### src/rtl/bit_serial_pkg.sv
// Shared definitions for the bit-serial adder: FSM state encodings and default sizes.
package bit_serial_pkg;

  localparam int DEFAULT_WIDTH = 8;
  localparam int DEFAULT_CNT_W = 4;

  typedef enum logic [1:0] {
    ST_IDLE = 2'd0,
    ST_RUN  = 2'd1,
    ST_FIN  = 2'd2
  } state_e;

endpackage

### src/rtl/bit_serial_shreg.sv
// Parallel-load, right-shift register; serial input enters at the MSB.
module bit_serial_shreg
  import bit_serial_pkg::*;
#(
  parameter int WIDTH = DEFAULT_WIDTH
) (
  input  logic             clk,
  input  logic             rst,
  input  logic             load,
  input  logic             shift,
  input  logic [WIDTH-1:0] par_in,
  input  logic             ser_in,
  output logic [WIDTH-1:0] q
);

  logic [WIDTH-1:0] q_q;
  logic [WIDTH-1:0] q_d;

  always_comb begin
    q_d = q_q;
    if (load) begin
      q_d = par_in;
    end else if (shift) begin
      q_d = {ser_in, q_q[WIDTH-1:1]};
    end
  end

  always_ff @(posedge clk or posedge rst) begin
    if (rst) begin
      q_q <= '0;
    end else begin
      q_q <= q_d;
    end
  end

  assign q = q_q;

endmodule

### src/rtl/fulladder.sv
// 1-bit full adder cell (C,B,A -> Sum,Carry); purely combinational.
module fulladder (
  input  logic C,
  input  logic B,
  input  logic A,
  output logic Sum,
  output logic Carry
);

  assign Sum   = A ^ B ^ C;
  assign Carry = (A & B) | (C & (A ^ B));

endmodule

### src/rtl/bit_serial_adder.sv
// Bit-serial adder: feeds one operand bit pair per clock (LSB first) through a fulladder cell.
// Optional macro SUBTRACT_EN adds a Sub input that turns the operation into OpA - OpB.
module bit_serial_adder
  import bit_serial_pkg::*;
#(
  parameter int WIDTH = DEFAULT_WIDTH,
  parameter int CNT_W = DEFAULT_CNT_W
) (
  input  logic             CLK,
  input  logic             RST,
  input  logic             Start,
  input  logic [WIDTH-1:0] OpA,
  input  logic [WIDTH-1:0] OpB,
  input  logic             CarryIn,
`ifdef SUBTRACT_EN
  input  logic             Sub,
`endif
  output logic             Busy,
  output logic             Done,
  output logic             SerialSum,
  output logic [WIDTH-1:0] Result,
  output logic             CarryOut
);

  localparam logic [CNT_W-1:0] LAST_BIT = CNT_W'(WIDTH - 1);

  state_e           state_q, state_d;
  logic [CNT_W-1:0] cnt_q, cnt_d;
  logic             carry_q, carry_d;
  logic             ssum_q, ssum_d;
  logic [WIDTH-1:0] result_q, result_d;
  logic             cout_q, cout_d;

  logic [WIDTH-1:0] a_q, b_q, sum_q;
  logic             accept, run, last;
  logic             cin_eff, b_bit;
  logic             fa_sum, fa_carry;
  logic             unused_bits;

  // A new add is only taken when no bits are in flight.
  assign accept = Start && ((state_q == ST_IDLE) || (state_q == ST_FIN));
  assign run    = (state_q == ST_RUN);
  assign last   = run && (cnt_q == LAST_BIT);

`ifdef SUBTRACT_EN
  logic sub_q, sub_d;

  assign cin_eff = Sub ? 1'b1 : CarryIn;
  assign b_bit   = b_q[0] ^ sub_q;
  assign sub_d   = accept ? Sub : sub_q;

  always_ff @(posedge CLK or posedge RST) begin
    if (RST) begin
      sub_q <= 1'b0;
    end else begin
      sub_q <= sub_d;
    end
  end
`else
  assign cin_eff = CarryIn;
  assign b_bit   = b_q[0];
`endif

  bit_serial_shreg #(.WIDTH(WIDTH)) u_shreg_a (
    .clk    (CLK),
    .rst    (RST),
    .load   (accept),
    .shift  (run),
    .par_in (OpA),
    .ser_in (1'b0),
    .q      (a_q)
  );

  bit_serial_shreg #(.WIDTH(WIDTH)) u_shreg_b (
    .clk    (CLK),
    .rst    (RST),
    .load   (accept),
    .shift  (run),
    .par_in (OpB),
    .ser_in (1'b0),
    .q      (b_q)
  );

  bit_serial_shreg #(.WIDTH(WIDTH)) u_shreg_sum (
    .clk    (CLK),
    .rst    (RST),
    .load   (accept),
    .shift  (run),
    .par_in ('0),
    .ser_in (fa_sum),
    .q      (sum_q)
  );

  fulladder u_fa (
    .C     (carry_q),
    .B     (b_bit),
    .A     (a_q[0]),
    .Sum   (fa_sum),
    .Carry (fa_carry)
  );

  // Only the LSBs of the operand shifters feed the cell.
  assign unused_bits = ^{a_q[WIDTH-1:1], b_q[WIDTH-1:1], sum_q[0]};

  always_comb begin
    state_d  = state_q;
    cnt_d    = cnt_q;
    carry_d  = carry_q;
    ssum_d   = ssum_q;
    result_d = result_q;
    cout_d   = cout_q;

    case (state_q)
      ST_IDLE: if (Start) state_d = ST_RUN;
      ST_RUN:  if (cnt_q == LAST_BIT) state_d = ST_FIN;
      ST_FIN:  state_d = Start ? ST_RUN : ST_IDLE;
      default: state_d = ST_IDLE;
    endcase

    if (accept) begin
      cnt_d   = '0;
      carry_d = cin_eff;
    end else if (run) begin
      cnt_d   = cnt_q + 1'b1;
      carry_d = fa_carry;
      ssum_d  = fa_sum;
      // Final bit lands in Result alongside the bits already shifted in.
      if (last) begin
        result_d = {fa_sum, sum_q[WIDTH-1:1]};
        cout_d   = fa_carry;
      end
    end
  end

  always_ff @(posedge CLK or posedge RST) begin
    if (RST) begin
      state_q  <= ST_IDLE;
      cnt_q    <= '0;
      carry_q  <= 1'b0;
      ssum_q   <= 1'b0;
      result_q <= '0;
      cout_q   <= 1'b0;
    end else begin
      state_q  <= state_d;
      cnt_q    <= cnt_d;
      carry_q  <= carry_d;
      ssum_q   <= ssum_d;
      result_q <= result_d;
      cout_q   <= cout_d;
    end
  end

  assign Busy      = (state_q == ST_RUN);
  assign Done      = (state_q == ST_FIN);
  assign SerialSum = ssum_q;
  assign Result    = result_q;
  assign CarryOut  = cout_q;

endmodule

### config.mk
export PLATFORM = sky130hd
export DESIGN_NAME = bit_serial_adder
export DESIGN_NICKNAME = d
export VERILOG_FILES = /design/src/rtl/bit_serial_pkg.sv /design/src/rtl/bit_serial_shreg.sv /design/src/rtl/fulladder.sv /design/src/rtl/bit_serial_adder.sv
export SDC_FILE = /design/constraint.sdc
export NUM_CORES = 1
export LEC_CHECK = 0
export CORE_MARGIN = 5
export CORE_UTILIZATION = 52
export DETAILED_ROUTE_END_ITERATION = 10
export PLACE_DENSITY = 0.83
export SYNTH_ARGS = -nofsm -noshare
export SYNTH_HDL_FRONTEND = slang
export SYNTH_HIERARCHICAL = 1
export SYNTH_SLANG_ARGS = --single-unit
### constraint.sdc
create_clock -name CLK -period 2 [get_ports CLK]
set_input_delay 0.4 -clock CLK [delete_from_list [all_inputs] [get_ports CLK]]
set_output_delay 0.4 -clock CLK [all_outputs]
set_load 0.03 [all_outputs]
==> impl_metrics.toml, run 1 <==
[status]
status = "complete, no violations"

[timing]
timing.final.crit_period_ps = 1890
hold_viol = 0
fin_worst_skew_ps = 9.65
fin_tns_setup_ps = 0
timing.fmax_mhz = 528
finalSetupViolations = 0
tightest_slew_ps = 622
slew_violations = 0
fin_crit_sh_pct = 94.7
rsz0062_at_grt = "no"
max-slew-margin-rel_pct = 58.5

[detailed_routing]
wl_met2_um = 1720
drt_first_iter_violations = 35
wl_met3_um = 186
drt_pass1_iterations = 4
drt_wl_total_um = 3250
drc = 0
vias_per_cell = 5.08
avgRoutedWirePerCell_um = 13.1
route.antenna.remaining_nets = 0
m1WireLength_um = 1270
num_vias = 1260
top_layer = "met4"

[die]
die_w_um = 69.0
die_h_um = 69.0
io_pins = 32
fp.dieArea_mm2 = 0.00477
fp-row-count = 21
coreArea_mm2 = 0.00336
initial_core_util_pct = 53.9

[clocking]
cts-root-buf = "clkbuf_4"
cts_tree = "yes"
clock_sinks = 40
cts.clk_slew.worst_paths_ps = 110
cts_max_level = 2
cts_inserted_buffers = 5
ctsLongestPathBuffers = 2
clk_latency_ps = 340
holdBufCountCts = 0

[final_layout]
syn_to_final_growth_pct = 22.9
nets = 224
n_antenna_cell = 0
layout-drive-gt1-share_pct = 11.9
final-instance-count-excl-fill = 248
fillers = 288

[yosys]
syn_avg_cell_area_um2 = 11.5
synth_warnings = 6
syn_area_mm2 = 0.00181
synthCells = 158

[pwr]
power_density_mw_per_mm2 = 1610
peakVddDrop_mv = 0.657
p_leak_nw = 1.08

[critical_path]
critical_path.cell_chain = "nand2b_1, inv_2, buf_4"
worst_ep_required_time_ps = 1600
worst-path-stages = 3
rr_endpoint = "Result[3]"
start_kind = "flip-flop"
crit_end = "Busy"
r2r_start = "cnt_q[0]"
crit_arrival_ps = 1490
critPathTopFamily = "buffers and inverters"
critPathKind = "flip-flop to output port"
worst-path-max-fanout = 11
ff2ff_path_depth = 4
cp_slowest_cell = "dfrtp_1"
r2r_slack_ps = 310
critical_path.endpoint_type = "output port"
cpPeakStageDelay_ps = 390
setup.worst_path.start = "state_q[1]"
critPathBufInv = 2

[global_route]
grt_max_degree = 34
grt-ovfl-total = 0
grt_pass1_vias = 1332
antenna_found_initial = 0
grt_use_total_pct = 15.2
grt_pass1_wl_um = 5830

[placed_design]
portBuffers = 31
gp_congestion = 0.806
dp_hpwl_um = 2560
dpl.cell_count = 241

[run]
cap_violations = 0

[hold_path]
hp-class = "input pin to asynchronous set/reset pin"
-- per-layer routing --
layer | up-vias | GRT usage [%]
met5 | - | 0
met4 | 0 | 7.81
met3 | 8 | 4.51
met2 | 32 | 27.6
met1 | 603 | 15.7
li1 | 617 | -
-- sequential cells by signal, indices dropped and copies added (netlist names) --
| register | count |
|---|---|
| SerialSum | 1 |
| CarryOut | 1 |
| u_shreg_sum/q | 7 |
| cnt_q | 4 |
| Result | 8 |
| u_shreg_b/q | 8 |
| carry_q | 1 |
| u_shreg_a/q | 8 |
| state_q | 2 |
-- per-stage QoR --
stage,total power [mW],cell area [um^2],hold slack (ps),utilization (%),setup WS (ps)
floorplan,2.76,1840,203,-,430
global placement,3.16,2180,470,64.8,381
detailed placement,3.26,2180,480,64.8,286
CTS,3.63,2230,375,66.2,59.9
global route,3.86,2230,401,66.3,3.19
finish,3.59,2230,369,66.3,106
-- report_power, final --
group          internal (mW)  switching, mW  leakage (nW)
combinational          0.823          0.923         0.564
sequential              1.22          0.253         0.483
clock                  0.130          0.242        0.0281
-- cell type report --
type                       instances  area [um^2]  area share [%]
multi-input combinational        113          741            33.2
timing repair buffer              36          360            16.2
inverter                           6         22.5            1.01
tap                               46         57.6            2.58
sequential                        40         1000            44.9
clock inverter                     1         5.00           0.225
clock buffer                       6         41.3            1.85
-- what timing repair did --
item                                    in CTS  in global routing
gates cloned                                 0                  0
setup buffers                                0                  0
gates resized for setup                      1                  1
endpoints found under the setup margin       1                  1
-- worst register-to-register path, stage by stage, from the launching register on --
cell and delay (ps):
dfrtp_1 410, ha_1 220, nand2_1 110, nor3_4 440
mux2_2 400
-- cells in the final DEF (no fill, tap or decap) --
cell type / n
buf_12: 1
buf_4: 5
clkbuf_1: 1
clkbuf_4: 5
clkdlybuf4s50_1: 29
clkinv_2: 1
conb_1: 9
dfrtp_1: 40
dlymetal6s2s_1: 1
fa_1: 1
ha_1: 1
inv_1: 5
inv_2: 1
mux2_2: 10
mux2i_1: 25
nand2_1: 32
nand2b_1: 2
nand3_1: 2
nand4_1: 1
nor2_1: 1
nor2b_1: 1
nor3_1: 1
nor3_4: 1
o21ai_0: 2
o21ai_1: 23
o22ai_1: 1
-- worst min-delay path by stage --
stage	from	to	slack (ps)	depth (start not counted)
2_1_floorplan	RST	u_shreg_sum/q[1]	200	1
3_3_place_gp	SerialSum	SerialSum	470	2
3_5_place_dp	SerialSum	SerialSum	480	2
4_1_cts	RST	u_shreg_sum/q[2]	380	2
5_1_grt	RST	u_shreg_sum/q[6]	400	2
6_report	RST	u_shreg_sum/q[2]	370	2
(Power assumes the default switching activity.)
==> run 2: changes to the inputs <==
SKIP_CTS_REPAIR_TIMING = 1   (was not set)
==> run 2 against run 1 <==
Clock power about the same. Register-to-register slack about the same. Core utilization up 0.86 points. Clock skew about the same. Final area up 1.3%. Count of clock-buffer cells in the layout unchanged. First-iteration DRC count up 31%. Power up 1.7%. Critical path type unchanged. Highest routed layer unchanged.
==> impl_metrics.toml, run 2 (synthesis results as in run 1) <==
[status]
status = "complete, no violations"

[clocking]
cts_tree = "yes"
cts_inserted_buffers = 5
ctsLongestPathBuffers = 2
clock_sinks = 40
cts_max_level = 2
cts.clk_slew.worst_paths_ps = 110
clk_latency_ps = 340
cts-root-buf = "clkbuf_4"

[timing]
rsz0062_at_grt = "no"
fin_worst_skew_ps = 9.65
timing.fmax_mhz = 558
slew_violations = 0
tightest_slew_ps = 623
holdWs_ps = 368
hold_viol = 0
max-slew-margin-rel_pct = 58.4
timing.final.crit_period_ps = 1790
fin_ws_ps = 209
fin_tns_setup_ps = 0
fin_crit_sh_pct = 89.5
finalSetupViolations = 0

[pwr]
pwr-share-seq_pct = 40.4
power_density_mw_per_mm2 = 1620
p_leak_nw = 1.09
p_switching_mw = 1.43
switching_share_pct = 39.3
p_clk_share_pct = 10.2
total_power_mw = 3.65
cell_internal_pwr_mw = 2.22
peakVddDrop_mv = 0.657
power_frac_comb_pct = 49.4

[detailed_routing]
num_vias = 1264
vias_per_cell = 5.04
drt_pass1_iterations = 4
drc = 0
route.antenna.remaining_nets = 0
drt_wl_total_um = 3280
drt_first_iter_violations = 46
avgRoutedWirePerCell_um = 13.1

[critical_path]
critPathTopFamily = "buffers and inverters"
critical_path.endpoint_type = "output port"
worst-path-stages = 1
critPathBufInv = 1
critical_path.cell_chain = "clkdlybuf4s50_1"
start_kind = "flip-flop"
worst_ep_required_time_ps = 1600
cp_slowest_cell = "clkdlybuf4s50_1"
crit_arrival_ps = 1390
cpPeakStageDelay_ps = 680
ff2ff_path_depth = 4
worst-path-max-fanout = 2
critPathKind = "flip-flop to output port"

[die]
coreArea_mm2 = 0.00336
fp-row-count = 21
die_w_um = 69.0
die_h_um = 69.0
initial_core_util_pct = 53.9
fp.dieArea_mm2 = 0.00477
io_pins = 32

[final_layout]
syn_to_final_growth_pct = 24.5
utilization_pct = 67.1
layout_common_cells = "dfrtp_1 (40), nand2_1 (32), clkdlybuf4s50_1 (29)"
mostFrequentLayoutCell = "dfrtp_1"
area.sequential_mm2 = 0.00100
layout-drive-gt1-share_pct = 13.7
multi_input_area_um2 = 743
n_antenna_cell = 0
fillers = 283
nets = 227

[placed_design]
place_ws_ps = 286
portBuffers = 31
dp_hpwl_um = 2560
gp_congestion = 0.806

[hold_path]
hp-class = "input pin to asynchronous set/reset pin"

[run]
cap_violations = 0

[global_route]
grt_pass1_vias = 1332
grt_use_total_pct = 15.2
grt-ovfl-total = 0
grt_max_degree = 34
grt_pass1_wl_um = 5830
antenna_found_initial = 0
[run 2: cell count changes in the layout (fill, tap and decap cells not counted), sizes merged]
cell and delta:
buf +3, inv -1, clkinvlp +1
[run 2: final cells by class]
cell class                 instances  share of cell area [%]
clock buffer                       6                    1.83
clock inverter                     1                   0.222
inverter                           6                    1.16
multi-input combinational        113                    32.9
sequential                        40                    44.3
tap                               46                    2.55
timing repair buffer              39                    17.0
[run 2: path summary, 6_finish.rpt]
kind	startpoint	end	slack (ps)
hold reg to reg	SerialSum	SerialSum	500
setup reg to reg	cnt_q[0]	Result[3]	310
setup / recovery	SerialSum	SerialSum	210
max in group asynchronous	RST	Result[3]	1070
hold / removal	RST	u_shreg_sum/q[2]	370
min in group CLK	SerialSum	SerialSum	500
[run 2: per-layer routing]
metal,wire [um],vias up,global-route usage [%],part of all wire [%]
met3,202,8,4.51,6.2
met5,0,-,0,0
met1,1270,598,15.7,39
met2,1740,35,27.6,53
met4,70,0,7.81,2.1
li1,-,623,-,-
[run 2: power by group through the flow]
| stage | registers (mW) | clock network [mW] | logic, mW |
|---|---|---|---|
| 2_1_floorplan | 1.63 | 0 | 1.13 |
| 3_3_place_gp | 1.47 | 0 | 1.69 |
| 3_5_place_dp | 1.50 | 0 | 1.76 |
| 4_1_cts | 1.48 | 0.382 | 1.77 |
| 5_1_grt | 1.54 | 0.414 | 1.97 |
| 6_report | 1.47 | 0.372 | 1.80 |
[run 2: metrics by stage]
step	cells	cell area, um^2
after floorplan	166	1840
after global placement	241	2180
after detailed placement	241	2180
after CTS	248	2230
after global routing	251	2260
final	251	2260
